$ cat src/rtl/pitch_detect_pkg.sv
// ---------------------------------------------------------------------------
// pitch_detect_pkg
//   Shared constants for the oscillator pitch detector.
//   SYNTH_WIDTH          : width of the signed oscillator sample
//   SYNTH_PHASE_ACC_BITS : width of the synth phase accumulator (N); the
//                          detector estimates floor(2^N / period)
//   pd_state_e           : detector control states
//   The optional averaging build is selected with PITCH_DETECT_AVG_EN
//   (see pitch_detect.sv).
// ---------------------------------------------------------------------------
package pitch_detect_pkg;

  localparam int SYNTH_WIDTH          = 16;
  localparam int SYNTH_PHASE_ACC_BITS = 32;

  // IDLE    : no rising crossing seen since reset
  // MEASURE : counting accepted samples between crossings
  // DIVIDE  : serial divider busy turning a period into a phase increment
  typedef enum logic [1:0] {
    IDLE    = 2'd0,
    MEASURE = 2'd1,
    DIVIDE  = 2'd2
  } pd_state_e;

endpackage : pitch_detect_pkg

$ cat src/rtl/serial_div.sv
// ---------------------------------------------------------------------------
// serial_div
//   Restoring serial divider producing one quotient bit per clock, Q_W bits
//   in Q_W cycles. The dividend may be wider than the quotient: its bits
//   above Q_W preload the partial remainder. If that preload is already
//   >= divisor the true quotient does not fit in Q_W bits, and the result
//   saturates to all ones (this also covers a zero divisor).
//
//   Ports
//     clk_in     : clock, rising edge
//     rst_in     : asynchronous active-low reset; aborts any division
//     i_start    : load operands and begin (ignored while busy)
//     i_dividend : DVD_W-bit unsigned dividend
//     i_divisor  : DVS_W-bit unsigned divisor
//     o_busy     : high while quotient bits are being produced
//     o_done     : one-cycle pulse when o_quot is final
//     o_quot     : Q_W-bit quotient (held until the next start)
// ---------------------------------------------------------------------------
module serial_div #(
  parameter int DVD_W = 33,
  parameter int DVS_W = 20,
  parameter int Q_W   = 32
) (
  input  logic             clk_in,
  input  logic             rst_in,
  input  logic             i_start,
  input  logic [DVD_W-1:0] i_dividend,
  input  logic [DVS_W-1:0] i_divisor,
  output logic             o_busy,
  output logic             o_done,
  output logic [Q_W-1:0]   o_quot
);

  localparam int CNT_W = $clog2(Q_W + 1);

  logic [DVS_W:0]   r_rem;
  logic [Q_W-1:0]   r_dvd;
  logic [Q_W-1:0]   r_quot;
  logic [DVS_W-1:0] r_dvs;
  logic [CNT_W-1:0] r_cnt;
  logic             r_ovf;
  logic             r_busy;
  logic             r_done;

  logic [DVS_W:0]   w_trial;
  logic [DVS_W:0]   w_diff;
  logic             w_ge;
  logic [DVS_W:0]   w_top;

  always_comb begin
    // Remainder stays below the divisor between steps, so its low DVS_W
    // bits shifted left plus the next dividend bit never lose information.
    w_trial = {r_rem[DVS_W-1:0], r_dvd[Q_W-1]};
    w_ge    = (w_trial >= {1'b0, r_dvs});
    w_diff  = w_trial - {1'b0, r_dvs};
    w_top   = (DVS_W+1)'(i_dividend[DVD_W-1:Q_W]);
  end

  always_ff @(posedge clk_in or negedge rst_in) begin
    if (!rst_in) begin
      r_rem  <= '0;
      r_dvd  <= '0;
      r_quot <= '0;
      r_dvs  <= '0;
      r_cnt  <= '0;
      r_ovf  <= 1'b0;
      r_busy <= 1'b0;
      r_done <= 1'b0;
    end else begin
      r_done <= 1'b0;
      if (i_start && !r_busy) begin
        r_rem  <= w_top;
        r_dvd  <= i_dividend[Q_W-1:0];
        r_dvs  <= i_divisor;
        r_quot <= '0;
        r_ovf  <= (w_top >= {1'b0, i_divisor});
        r_cnt  <= CNT_W'(Q_W);
        r_busy <= 1'b1;
      end else if (r_busy) begin
        r_rem  <= w_ge ? w_diff : w_trial;
        r_quot <= {r_quot[Q_W-2:0], w_ge};
        r_dvd  <= {r_dvd[Q_W-2:0], 1'b0};
        r_cnt  <= r_cnt - CNT_W'(1);
        if (r_cnt == CNT_W'(1)) begin
          r_busy <= 1'b0;
          r_done <= 1'b1;
        end
      end
    end
  end

  assign o_busy = r_busy;
  assign o_done = r_done;
  assign o_quot = r_ovf ? '1 : r_quot;

endmodule : serial_div

$ cat src/rtl/pitch_detect.sv
// ---------------------------------------------------------------------------
// pitch_detect
//   Measures the period of an oscillator in accepted samples by timing
//   rising zero crossings (with a negative arming threshold for noise
//   immunity) and converts it to a phase increment floor(2^N / period),
//   N = SYNTH_PHASE_ACC_BITS, using the serial_div sub-module.
//
//   Build option
//     PITCH_DETECT_AVG_EN : when defined, the last four accepted periods are
//                           summed and 2^(N+2) / sum is reported; period_out
//                           shows sum>>2; no output or lock until four
//                           periods have been collected.
//
//   Parameters
//     PERIOD_BITS : width of the sample-period counter
//     HYST        : arming threshold magnitude (arm on sample <= -HYST)
//
//   Ports
//     clk_in          : clock, rising edge
//     rst_in          : asynchronous active-low reset, synchronized release
//     sample_valid_in : qualifies sample_in this cycle
//     sample_in       : signed oscillator sample
//     phase_incr_out  : estimated phase increment per sample
//     period_out      : last measured period in accepted samples
//     valid_out       : one-cycle pulse when the outputs update
//     locked_out      : high while consecutive periods are being measured
// ---------------------------------------------------------------------------
module pitch_detect
  import pitch_detect_pkg::*;
#(
  parameter int PERIOD_BITS = 20,
  parameter int HYST        = 64
) (
  input  logic                            clk_in,
  input  logic                            rst_in,
  input  logic                            sample_valid_in,
  input  logic signed [SYNTH_WIDTH-1:0]   sample_in,
  output logic [SYNTH_PHASE_ACC_BITS-1:0] phase_incr_out,
  output logic [PERIOD_BITS-1:0]          period_out,
  output logic                            valid_out,
  output logic                            locked_out
);

  localparam int N = SYNTH_PHASE_ACC_BITS;

`ifdef PITCH_DETECT_AVG_EN
  localparam int DVS_W = PERIOD_BITS + 2;
  localparam int DVD_W = N + 3;
`else
  localparam int DVS_W = PERIOD_BITS;
  localparam int DVD_W = N + 1;
`endif

  // Dividend is a single one in the MSB: 2^N (or 2^(N+2) when averaging).
  localparam logic [DVD_W-1:0]              DIVIDEND = {1'b1, {(DVD_W-1){1'b0}}};
  localparam logic [PERIOD_BITS-1:0]        CNT_MAX  = '1;
  localparam logic [PERIOD_BITS-1:0]        CNT_ONE  = PERIOD_BITS'(1);
  localparam logic [PERIOD_BITS-1:0]        CNT_TWO  = PERIOD_BITS'(2);
  localparam logic signed [SYNTH_WIDTH-1:0] NEG_HYST = SYNTH_WIDTH'(-HYST);

  // Release qualifier: cleared asynchronously, set by the first clock after
  // rst_in rises, so detector state first moves on the second edge.
  logic                   r_run;

  pd_state_e              r_state;
  logic                   r_armed;
  logic [PERIOD_BITS-1:0] r_cnt;
  logic                   r_start;
  logic [DVS_W-1:0]       r_divisor;
  logic [PERIOD_BITS-1:0] r_pend;
  logic [N-1:0]           r_phase;
  logic [PERIOD_BITS-1:0] r_period;
  logic                   r_valid;
  logic                   r_locked;

  logic                   w_acc;
  logic                   w_arm;
  logic                   w_cross;
  logic                   w_sat;
  logic [PERIOD_BITS-1:0] w_cnt_inc;
  logic                   w_div_busy;
  logic                   w_div_done;
  logic [N-1:0]           w_quot;

`ifdef PITCH_DETECT_AVG_EN
  // Three previous periods; together with the one just measured they form
  // the four-period window.
  logic [PERIOD_BITS-1:0] r_hist [3];
  logic [1:0]             r_nhist;
  logic [DVS_W-1:0]       w_sum;

  always_comb begin
    w_sum = DVS_W'(r_cnt) + DVS_W'(r_hist[0]) + DVS_W'(r_hist[1]) + DVS_W'(r_hist[2]);
  end
`endif

  always_comb begin
    w_acc     = r_run & sample_valid_in;
    w_arm     = (sample_in <= NEG_HYST);
    w_cross   = r_armed & ~sample_in[SYNTH_WIDTH-1];
    w_sat     = (r_cnt == CNT_MAX);
    w_cnt_inc = w_sat ? r_cnt : r_cnt + CNT_ONE;
  end

  serial_div #(
    .DVD_W (DVD_W),
    .DVS_W (DVS_W),
    .Q_W   (N)
  ) u_div (
    .clk_in     (clk_in),
    .rst_in     (rst_in),
    .i_start    (r_start),
    .i_dividend (DIVIDEND),
    .i_divisor  (r_divisor),
    .o_busy     (w_div_busy),
    .o_done     (w_div_done),
    .o_quot     (w_quot)
  );

  always_ff @(posedge clk_in or negedge rst_in) begin
    if (!rst_in) begin
      r_run     <= 1'b0;
      r_state   <= IDLE;
      r_armed   <= 1'b0;
      r_cnt     <= '0;
      r_start   <= 1'b0;
      r_divisor <= '0;
      r_pend    <= '0;
      r_phase   <= '0;
      r_period  <= '0;
      r_valid   <= 1'b0;
      r_locked  <= 1'b0;
`ifdef PITCH_DETECT_AVG_EN
      r_hist[0] <= '0;
      r_hist[1] <= '0;
      r_hist[2] <= '0;
      r_nhist   <= '0;
`endif
    end else begin
      r_run   <= 1'b1;
      r_start <= 1'b0;
      r_valid <= 1'b0;

      if (r_run) begin
        if (w_acc) begin
          if (w_arm) begin
            r_armed <= 1'b1;
          end else if (w_cross) begin
            r_armed <= 1'b0;
          end
        end

        if (w_div_done) begin
          r_phase  <= w_quot;
          r_period <= r_pend;
          r_valid  <= 1'b1;
          r_locked <= 1'b1;
        end

        case (r_state)
          IDLE: begin
            if (w_acc && w_cross) begin
              r_cnt   <= CNT_ONE;
              r_state <= MEASURE;
            end
          end

          MEASURE, DIVIDE: begin
            if (w_acc) begin
              if (w_cross) begin
                // Every crossing starts a new period, even when the one it
                // closes is thrown away (too short, saturated, or divider busy).
                r_cnt <= CNT_ONE;
                if (w_sat) begin
                  r_locked <= 1'b0;
`ifdef PITCH_DETECT_AVG_EN
                  r_nhist  <= '0;
`endif
                end else if (r_state == MEASURE && r_cnt >= CNT_TWO && !w_div_busy) begin
`ifdef PITCH_DETECT_AVG_EN
                  r_hist[0] <= r_cnt;
                  r_hist[1] <= r_hist[0];
                  r_hist[2] <= r_hist[1];
                  if (r_nhist == 2'd3) begin
                    r_start   <= 1'b1;
                    r_divisor <= w_sum;
                    r_pend    <= PERIOD_BITS'(w_sum >> 2);
                    r_state   <= DIVIDE;
                  end else begin
                    r_nhist <= r_nhist + 2'd1;
                  end
`else
                  r_start   <= 1'b1;
                  r_divisor <= r_cnt;
                  r_pend    <= r_cnt;
                  r_state   <= DIVIDE;
`endif
                end
              end else begin
                r_cnt <= w_cnt_inc;
              end
            end
            if (r_state == DIVIDE && w_div_done) begin
              r_state <= MEASURE;
            end
          end

          default: r_state <= IDLE;
        endcase
      end
    end
  end

  assign phase_incr_out = r_phase;
  assign period_out     = r_period;
  assign valid_out      = r_valid;
  assign locked_out     = r_locked;

endmodule : pitch_detect

$ cat config.mk
export PLATFORM = sky130hd
export DESIGN_NAME = pitch_detect
export DESIGN_NICKNAME = d
export VERILOG_FILES = /design/src/rtl/pitch_detect_pkg.sv /design/src/rtl/serial_div.sv /design/src/rtl/pitch_detect.sv
export SDC_FILE = /design/constraint.sdc
export NUM_CORES = 1
export LEC_CHECK = 0
export ABC_AREA = 1
export CORE_MARGIN = 10
export CORE_UTILIZATION = 45
export DETAILED_ROUTE_END_ITERATION = 6
export PLACE_DENSITY = 0.71
export SETUP_SLACK_MARGIN = 0.1
export SYNTH_ARGS = -nofsm -noshare
export SYNTH_HDL_FRONTEND = slang
export SYNTH_SLANG_ARGS = --single-unit
$ cat constraint.sdc
create_clock -name clk_in -period 3.05 [get_ports clk_in]
set_input_delay 0.61 -clock clk_in [delete_from_list [all_inputs] [get_ports clk_in]]
set_output_delay 0.61 -clock clk_in [all_outputs]
set_load 0.1 [all_outputs]
## Word-level counts from Yosys, hierarchy flattened

Index checks and enable logic that the tools add are counted.

| word-level totals | value |
|---|---|
| flip-flop bits (word level) | 212 |
| word-level logic and storage cells | 99 |

| operators by class | value |
|---|---|
| add/subtract/negate cells | 3 |
| magnitude comparators | 4 |
| eq/ne operators | 11 |
| mux-type cells | 43 |
| bitwise gates (word level) | 4 |
| reductions and logical operators | 16 |

Operators with widths:

| cell | count |
|---|---|
| 2-to-1 mux 32 bit | 5 |
| 2-to-1 mux 20 bit | 7 |
| one-hot mux 20 bit (2 select lines) | 1 |
| >= comparator 21 x 20 -> 1 bit | 1 |
| 2-to-1 mux 1 bit | 21 |
| adder 20 x 1 -> 20 bit, second input constant | 1 |
| equality test 20 bit, second input constant | 1 |
| >= comparator 1 x 20 -> 1 bit, first input constant | 1 |
| >= comparator 20 x 2 -> 1 bit, second input constant | 1 |
| subtractor 20 bit | 1 |
| less-or-equal comparator 16 x 7 -> 1 bit, second input constant | 1 |
| != test 3 bit, second input constant | 5 |
| 2-to-1 mux 2 bit | 6 |
| 2-to-1 mux 6 bit | 2 |
| AND reduction 6 bit | 2 |
| equality test 6 x 1 -> 1 bit, second input constant | 1 |
| nonzero test 2 bit | 3 |
| subtractor 6 x 1 -> 6 bit, second input constant | 1 |
| logical AND 1 bit | 5 |
| AND reduction 5 bit | 1 |
| != test 2 bit, second input constant | 2 |
| one-hot mux 2 bit (2 select lines) | 1 |
| AND reduction 3 bit | 1 |
| bitwise AND 1 bit | 2 |
| other kinds (7) | 8 |

## Logic depth before layout (Yosys ltp)

Gate-level depths: netlist (run 1).

| depth | value |
|---|---|
| word-level depth | 9 |
| gate-level depth with buffers | 15 |

## Cells and area by module

Synthesis (run 1) repeated with hierarchy kept, for this count alone.

| second synthesis, totals | value |
|---|---|
| cells, all modules | 1400 |
| area total of the unflattened synthesis | 11095.6 sq um |

By module, submodules not included:

| module | instances | cells each | area each (sq um) | sequential area each (sq um) |
|---|---|---|---|---|
| serial_div | 1 | 833 | 6321.1 | 2827.7 |
| pitch_detect | 1 | 567 | 4774.6 | 2477.4 |

## Worst setup path after synthesis (run 1)

Ideal clock, no wire load.

| timing path | value |
|---|---|
| kind | register -> register |
| start point | register u_div.r_dvs[1] |
| end point | register u_div.r_rem[13] |
| setup time | 0.117 ns |
| arrival time | 1.705 ns |
| data required time | 2.933 ns |
| path slack | 1.227 ns |
| cell stages (with the launch flop) | 13 |
| buffers on the path | 1 |
| path through | dfrtp_1 -> inv_1 -> ha_1 -> ha_1 -> nand2_1 -> nor2_1 -> nand2_1 -> o21ai_0 -> a21oi_2 -> buf_4 -> nand3_1 -> nand3_1 -> nand2_1 |

| on the way | value |
|---|---|
| cells in the longest elaborated chain, start to end | 4 |
| elaborated cells on any way between the ends | 5 |
| classes of those cells | add/sub (1); order compare (1); mux (3) |

RTL lines:

| item | line | text |
|---|---|---|
| start, declared | serial_div.sv:39 | `logic [DVS_W-1:0] r_dvs;` |
| start signal, assigned | serial_div.sv:74 | `r_dvs <= i_divisor;` |
| subtractor 20 bit / >= comparator 21 x 20 -> 1 bit (equally long branches) | serial_div.sv:55, serial_div.sv:54 |  |
| 2-to-1 mux 20 bit * | serial_div.sv:80 | `r_rem <= w_ge ? w_diff : w_trial;` |
| 2-to-1 mux 20 bit * | serial_div.sv:79 | `end else if (r_busy) begin` |
| 2-to-1 mux 20 bit * | serial_div.sv:71 | `if (i_start && !r_busy) begin` |
| end signal, assigned | serial_div.sv:72 | `r_rem <= w_top;` |
| end signal, assigned | serial_div.sv:80 |  |
| end, declared | serial_div.sv:36 | `logic [DVS_W:0] r_rem;` |

Every way passes the cells marked *; elsewhere a longest branch is shown, timed or not. The select of a mux whose other input is x is not followed.
A chain may end at the register's enable or synchronous reset.

## Final worst setup path (run 1)

| timing path | value |
|---|---|
| start point | register u_div.r_dvs[16] |
| end point | register u_div.r_rem[7] |

| on the way | value |
|---|---|
| cells in the longest elaborated chain, start to end | 4 |

RTL lines:

| item | line | text |
|---|---|---|
| >= comparator 21 x 20 -> 1 bit | serial_div.sv:54 | `w_ge = (w_trial >= {1'b0, r_dvs});` |
| 2-to-1 mux 20 bit | serial_div.sv:80 |  |
| 2-to-1 mux 20 bit | serial_div.sv:79 |  |
| 2-to-1 mux 20 bit | serial_div.sv:71 |  |

Every way passes these cells. The select of a mux whose other input is x is not followed.

==> flow_summary.toml, run 1 <==
[clock_network]
cts_root_buf = "clkbuf_16"
cts_buffers = 17
clockBufferDepth = 2
tritoncts = "built"
clkTransAtPathRegs_ns = 0.08
clk_latency_ns = 0.44
cts_resized = 0
cts-htree-levels = 4
post-cts-setup-buffers = 0
clock-sinks = 180
cts_hold_buf = 0

[sta]
max_freq_mhz = 415
min_period_ns = 2.41
hold_viol = 0
layout_worst_path_cycle_share = 0.790
rsz0062_at_grt = "no"
final.setup.tns_ns = 0
fin_skew_ns = 0.0174
slew_violations = 0
setup_violations = 0
max_slew_margin = 0.280
tightest_slew_ns = 1.08

[pwr]
p_leak_uw = 0.00550
p_per_area_nw_per_um2 = 442
ir_drop_mv = 0.388
power_uw = 4770

[critical_path]
cp_common_cell = "nand2_1"
cp_slowest_cell = "nand4_1"
crit_required_ns = 3.42
cp_cell_sequence = "inv_1, ha_1, nand2_1, inv_1, nand2_1, nand2_1, a21oi_1, nand4_1, buf_4, nand2_1, nand3_1, nand2_1"
critPathKind = "reg2reg"
crit_path_end_kind = "flip-flop"
crit_arrival_ns = 2.78
path_buf_inv = 3
crit_start = "u_div.r_dvs[16]"
crit_family = "simple AND/OR/NAND/NOR gates"
critPathMaxStageDelay_ns = 0.41
timing.rr.start = "u_div.r_dvs[16]"
path_max_fanout = 12
start_kind = "flip-flop"

[synthesis]
yosysUniqueCellTypes = 39
ys_seq_area_frac = 0.478
synth_edf_count = 0
synth_area_um2 = 9430
synth_xor_area_frac = 0.0121
yosysWarnings = 0
synthMuxAreaShare = 0
syn_inst = 1202
ys_ff_latch = 180
synth_flop_cell = "dfrtp_1"
synth_top_family_by_area = "simple AND/OR/NAND/NOR gates"
avgSynthCellArea_um2 = 7.84
synth_simple_gate_area_share = 0.252
synth_compound_area_frac = 0.113
ys_async_sr_fraction = 1.00
synthesis.nets = 1250
synthAdderAreaFrac = 0.0393

[outcome]
status = "finished, final reports clean"

[route]
wirelength_um = 22700
wl_per_cell_um = 14.7
via_per_inst = 5.09
dr.pass1.iters = 5
drc = 0
ant_nets = 0
vias = 7856
drt_iter0_markers = 564

[flow_run]
cap_violations = 0

[floorplanning]
core_um2 = 20400
die_y_um = 165
die_area_um2 = 27100
initial_utilization = 0.461
row_count = 52
ios = 73
die_w_um = 165

[place]
gp_congestion = 0.931
hpwlAfterDp_um = 16400
port_buffers = 72

[finish]
drive_gt1_frac = 0.115
area_growth_pct = 14.6
fin_nets = 1307
num_antenna_cells = 0

[min_path]
min_path_type = "in2async"

[global_routing]
antenna_found_initial = 0
grt_max_degree = 67
overflow = 0
grt_pass1_vias = 7763
grt_pass1_wl_um = 38400
grt_usage = 0.173
-- worst paths after layout --
kind / end / slack [ns] / cells after the start
worst max-delay path: u_div.r_rem[7] / 0.64 / 12
worst min-delay path: phase_incr_out[7] / 0.16 / 1
worst max register to register: u_div.r_rem[7] / 0.64 / 12
worst min register to register: u_div.r_dvs[11] / 0.48 / 2
max in group asynchronous: u_div.r_quot[14] / 2.06 / 2
min in group clk_in: u_div.r_dvs[11] / 0.48 / 2
-- routing by layer --
layer | global-route usage | share of wire | up-vias
met4 | 0.0463 | 0.012 | 0
met5 | 0 | 0 | -
met1 | 0.225 | 0.46 | 3748
li1 | - | - | 3961
met3 | 0.0358 | 0.040 | 19
met2 | 0.287 | 0.49 | 128
-- area by class of cell --
| class | count | area (um2) |
|---|---|---|
| clock inverter | 15 | 153 |
| inverter | 190 | 713 |
| fill | 1957 | 9630 |
| multi-input combinational | 781 | 3930 |
| tap | 270 | 338 |
| timing repair buffer | 89 | 739 |
| sequential | 180 | 4500 |
| clock buffer | 17 | 425 |
-- cells by family (layout without fill, tap and decap cells) --
| family | Yosys count | in the layout |
|---|---|---|
| AND/OR/NAND/NOR | 560 | 560 |
| XOR/XNOR | 13 | 13 |
| adder cells (fa/ha/maj) | 29 | 29 |
| AO/OA/AOI/OAI | 178 | 178 |
| buffers and inverters | 241 | 311 |
| other | 1 | 1 |
| flip-flops | 180 | 180 |
-- cell usage in the layout (no fill, tap or decap), types with 4 or more instances in the layout --
cell type,n
o21ai_0,52
a21oi_1,14
inv_1,187
clkbuf_16,17
nor2_1,93
o21ai_2,20
nor3_1,9
nand4_1,23
xnor2_1,8
nand2_2,5
nand3b_1,5
xor2_1,5
o22ai_1,34
nand3_1,79
o21ai_1,20
nand2_1,327
ha_1,28
or2_2,5
buf_4,69
a31oi_1,32
inv_8,8
clkdlybuf4s50_1,17
nor4_1,4
dfrtp_1,180
-- cells in the mapped netlist (all sizes together) (4+ instances only) --
master | count | area, um2
nor3 | 9 | 45.0
xor2 | 5 | 43.8
clkbuf | 22 | 82.6
a31oi | 32 | 200
o21ai | 92 | 536
o22ai | 34 | 213
nand3b | 5 | 37.5
xnor2 | 8 | 70.1
nand3 | 81 | 415
nand2 | 333 | 1270
nor4 | 4 | 25.0
a21oi | 15 | 78.8
nand4 | 23 | 144
dfrtp | 180 | 4500
or2 | 5 | 31.3
nor2 | 98 | 395
inv | 190 | 713
buf | 29 | 195
ha | 28 | 350
-- through the flow --
step / setup slack [ns] / cells / hold slack, ns / instance area (um2) / util
floorplan: 1.23 / 1202 / 0.314 / 9430 / -
global placement: 0.609 / 1510 / 0.467 / 10200 / 0.500
detailed placement: 0.524 / 1510 / 0.474 / 10200 / 0.500
CTS: 0.660 / 1542 / 0.193 / 10800 / 0.529
global route: 0.430 / 1542 / 0.212 / 10800 / 0.529
finish: 0.641 / 1542 / 0.164 / 10800 / 0.529
-- registers in the layout (all words and copies together) (netlist names) --
signal / cells
u_div.r_rem: 20
r_pend: 20
r_start: 1
u_div.r_dvs: 20
u_div.r_ovf: 1
u_div.r_quot: 32
locked_out: 1
r_cnt: 20
period_out: 20
u_div.o_done: 1
r_armed: 1
phase_incr_out: 32
r_run: 1
valid_out: 1
u_div.o_busy: 1
u_div.r_cnt: 6
r_state: 2
-- report_power, final --
part | switching (uW) | total, uW | internal (uW)
registers | 33.0 | 2430 | 2400
logic | 114 | 182 | 67.9
clock network | 1060 | 2160 | 1100
total | 1200 | 4770 | 3570
Power figures use the tool's default switching activity.
==> inputs of run 2 (changes only) <==
Clock period 3.05 ns to 2.3 ns, I/O delays scaled along.
==> flow_summary.toml, run 2 (same netlist as run 1, synthesis figures left out) <==
[route]
wl_per_cell_um = 14.5
wirelength_um = 22400
vias = 7758
ant_nets = 0
dr.pass1.iters = 5
drc = 0
drt_iter0_markers = 633
via_per_inst = 5.01

[floorplanning]
core_um2 = 20400
ios = 73
die_y_um = 165
initial_utilization = 0.461
die_w_um = 165
die_area_um2 = 27100
row_count = 52

[critical_path]
path_max_fanout = 8
start_kind = "flip-flop"
critPathMaxStageDelay_ns = 0.38
crit_path_end_kind = "flip-flop"
path_buf_inv = 3
cp_slowest_cell = "dfrtp_1"
crit_required_ns = 2.62
crit_family = "simple AND/OR/NAND/NOR gates"
crit_arrival_ns = 2.35
critPathKind = "reg2reg"
cp_cell_sequence = "inv_1, ha_1, nand2_1, nor2_2, nand2_1, inv_1, nand2_1, nand4_1, buf_4, nand2_1, nand3_1, nand2_1"
timing.rr.start = "u_div.r_dvs[19]"
cp_common_cell = "nand2_1"
crit_start = "u_div.r_dvs[19]"

[clock_network]
cts_root_buf = "clkbuf_16"
clkTransAtPathRegs_ns = 0.07
clock-sinks = 180
cts_buffers = 17
cts-htree-levels = 4
clockBufferDepth = 2
clk_latency_ns = 0.43
tritoncts = "built"

[global_routing]
top_usage_layer = "met2"
grt_pass1_vias = 7619
overflow = 0
grt_usage = 0.172
grt_max_degree = 73
grt_use_met1 = 0.226
grt_pass1_wl_um = 38000
antenna_found_initial = 0
grt_util_met3 = 0.0344
met2_usage = 0.282

[sta]
final.setup.tns_ns = 0
max_freq_mhz = 492
min_period_ns = 2.03
fin_skew_ns = 0.00819
layout_worst_path_cycle_share = 0.884
setup_violations = 0
slew_violations = 0
hold_viol = 0
rsz0062_at_grt = "no"
tightest_slew_ns = 0.561
max_slew_margin = 0.623

[place]
hpwlAfterDp_um = 16200
place_area_um2 = 10300
gp_congestion = 0.926
port_buffers = 72

[flow_run]
cap_violations = 0

[finish]
final_common_cell = "nand2_1"
design_area_um2 = 10900
final_cell_mix = "326 x nand2_1, 187 x inv_1, 179 x dfrtp_1"
drive_gt1_frac = 0.125
num_antenna_cells = 0
area_growth_pct = 15.8
final.fill_count = 1938
fin_nets = 1314

[min_path]
min_path_type = "reg2reg"
hp-start = "u_div.r_dvs[13]"

[pwr]
p_leak_uw = 0.00554
p_per_area_nw_per_um2 = 576
ir_drop_mv = 0.525

[outcome]
status = "finished, final reports clean"
run 2: power breakdown:
group,switching (uW),internal (uW)
logic,167,108
clock network,1360,1440
registers,31.3,3190
run 2: per-stage QoR:
step	cells	setup slack (ns)	util	total power [uW]	hold slack, ns
after global routing	1549	0.0663	0.534	6510	0.509
after global placement	1515	0.231	0.504	3550	0.421
after detailed placement	1515	0.188	0.504	3550	0.422
after floorplan	1202	0.477	-	3400	0.164
after CTS	1548	0.166	0.532	6330	0.486
final	1549	0.266	0.534	6290	0.483
run 2: area by class of cell:
type	instances	area, um2	share of cell area
Sequential cell	180	4510	0.413
Tap cell	270	338	0.0310
Clock inverter	15	143	0.0131
Inverter	190	713	0.0654
Multi-Input combinational cell	781	3960	0.362
Clock buffer	17	425	0.0390
Timing Repair Buffer	96	832	0.0763
run 2: worst reg2reg max path: stages (launching register included):
cell and delay (ns):
dfrtp_1 0.38, inv_1 0.10, ha_1 0.35, nand2_1 0.10
nor2_2 0.17, nand2_1 0.10, inv_1 0.12, nand2_1 0.07
nand4_1 0.09, buf_4 0.19, nand2_1 0.11, nand3_1 0.08
nand2_1 0.06
run 2: per-layer routing:
| metal | part of all wire | vias to the layer above |
|---|---|---|
| met3 | 0.041 | 24 |
| met1 | 0.46 | 3610 |
| met4 | 0.012 | 0 |
| met5 | 0 | - |
| li1 | - | 3977 |
| met2 | 0.49 | 147 |
run 2: worst paths after layout:
path / end / slack, ns / cells after the start
max: u_div.r_rem[13] / 0.27 / 12
min: u_div.r_dvs[13] / 0.48 / 2
max reg2reg: u_div.r_rem[13] / 0.27 / 12
min reg2reg: u_div.r_dvs[13] / 0.48 / 2
max in group asynchronous: r_cnt[0] / 1.01 / 3
min in group asynchronous: phase_incr_out[6] / 0.52 / 2
run 2: what timing repair did:
item / in CTS / in global routing
setup buffers: 0 / 1
endpoints found under the hold margin: 43 / 0
endpoints found under the setup margin: 0 / 55
gates resized for setup: 0 / 10
hold buffers: 1 / 0
==> inputs of run 3 (changes only) <==
Settings changed: CTS_BUF_LIST from default to sky130_fd_sc_hd__clkbuf_2 sky130_fd_sc_hd__clkbuf_4 sky130_fd_sc_hd__clkbuf_8, MAX_ROUTING_LAYER from default to met4.
==> flow_summary.toml, run 3 (same netlist as run 1, synthesis figures left out) <==
[outcome]
status = "finished, final reports clean"

[critical_path]
start_kind = "flip-flop"
crit_required_ns = 2.65
path_buf_inv = 3
cp_cell_sequence = "inv_1, ha_1, nand2_1, nor2_2, nand2_1, inv_1, nand2_1, nand4_1, buf_4, nand2_1, nand3_1, nand2_1"
cp_slowest_cell = "ha_1"
crit_path_end_kind = "flip-flop"
critPathMaxStageDelay_ns = 0.37
crit_arrival_ns = 2.41
path_max_fanout = 8
crit_family = "simple AND/OR/NAND/NOR gates"
critPathKind = "reg2reg"
cp_common_cell = "nand2_1"

[route]
wirelength_um = 22300
drt_iter0_markers = 505
via_per_inst = 5.07
vias = 7868
wl_per_cell_um = 14.4
drc = 0
dr.pass1.iters = 5
ant_nets = 0

[floorplanning]
die_area_um2 = 27100
row_count = 52
core_um2 = 20400
initial_utilization = 0.461
die_w_um = 165
die_y_um = 165
ios = 73

[global_routing]
grt_max_degree = 54
met2_usage = 0.279
grt_pass1_vias = 7649
top_usage_layer = "met2"
grt_use_met1 = 0.235
grt_util_met3 = 0.0304
overflow = 0
antenna_found_initial = 0
grt_usage = 0.177
grt_pass1_wl_um = 38200

[pwr]
p_per_area_nw_per_um2 = 527
ir_drop_mv = 0.353
p_leak_uw = 0.00548

[place]
gp_congestion = 0.938
hpwlAfterDp_um = 16500
dp_cells = 1518
port_buffers = 72

[clock_network]
tritoncts = "built"
cts_buffers = 17
clock-sinks = 180
clkTransAtPathRegs_ns = 0.10
cts-htree-levels = 4
cts_root_buf = "clkbuf_8"
clk_latency_ns = 0.46
clockBufferDepth = 2

[sta]
final.setup.tns_ns = 0
max_slew_margin = 0.614
slew_violations = 0
min_period_ns = 2.06
hold_viol = 0
layout_worst_path_cycle_share = 0.897
holdWs_ns = 0.490
fin_skew_ns = 0.0148
tightest_slew_ns = 0.574
max_freq_mhz = 485
rsz0062_at_grt = "yes"
setup_violations = 0

[finish]
num_antenna_cells = 0
finalNonFillerCells = 1551
final_cell_mix = "326 x nand2_1, 186 x inv_1, 179 x dfrtp_1"
drive_gt1_frac = 0.130
area_growth_pct = 14.5
fin_nets = 1316
final_common_cell = "nand2_1"

[flow_run]
cap_violations = 0

[min_path]
min_path_type = "in2async"
-- run 3: cell types whose count changed in the layout (fill, tap and decap cells not counted), sizes merged --
cell	change
clkbuf	+1
inv	+1
clkinv	-3
buf	+2
bufinv	+1
-- run 3: final timing paths --
kind                            startpoint                 to  slack, ns  depth (start not counted)
max in group asynchronous           rst_in           r_cnt[0]       1.12                          3
hold / removal                      rst_in  phase_incr_out[6]       0.49                          2
min in group clk_in         u_div.r_cnt[5]     u_div.r_cnt[5]       0.49                          1
setup / recovery           u_div.r_dvs[17]    u_div.r_rem[13]       0.24                         12
setup reg to reg           u_div.r_dvs[17]    u_div.r_rem[13]       0.24                         12
hold reg to reg             u_div.r_cnt[5]     u_div.r_cnt[5]       0.49                          1
-- run 3: routing by layer --
layer / vias to the layer above / routed length [um]
li1: 3979 / -
met1: 3723 / 10300
met2: 147 / 11000
met3: 19 / 825
met4: 0 / 217
met5: - / 0
-- run 3: area by class of cell --
| class | instances | area, um2 |
|---|---|---|
| fillers | 1987 | 9640 |
| flip-flops and latches | 180 | 4510 |
| multi-input cells | 781 | 3970 |
| repair buffers | 98 | 858 |
| inverters | 190 | 713 |
| well taps | 270 | 338 |
| clock buffers | 18 | 248 |
| clock inverters | 14 | 160 |
-- run 3: metrics by stage --
step           power [uW]  area (um2)  setup WS, ns  utilization
2_1_floorplan        3400        9430         0.477            -
3_3_place_gp         3550       10300         0.215        0.505
3_5_place_dp         3550       10300         0.190        0.505
4_1_cts              5750       10700         0.167        0.526
5_1_grt              5920       10800        0.0752        0.528
6_report             5690       10800         0.238        0.528
-- run 3: repair_timing --
item                                    in CTS  in global routing
endpoints found under the setup margin       0                 40
endpoints found under the hold margin       46                  0
hold buffers                                 1                  0
resized for setup                            0                 16
buffers inserted                             0                  0
-- run 3: worst reg2reg max path, stage by stage, from the launching register on --
cell	delay (ns)
dfrtp_1	0.36
inv_1	0.08
ha_1	0.37
nand2_1	0.12
nor2_2	0.18
nand2_1	0.10
inv_1	0.12
nand2_1	0.07
nand4_1	0.10
buf_4	0.19
nand2_1	0.11
nand3_1	0.09
nand2_1	0.06
-- run 3: power by group --
part / switching, uW / internal [uW]
logic: 165 / 105
clock network: 1260 / 942
registers: 33.1 / 3180
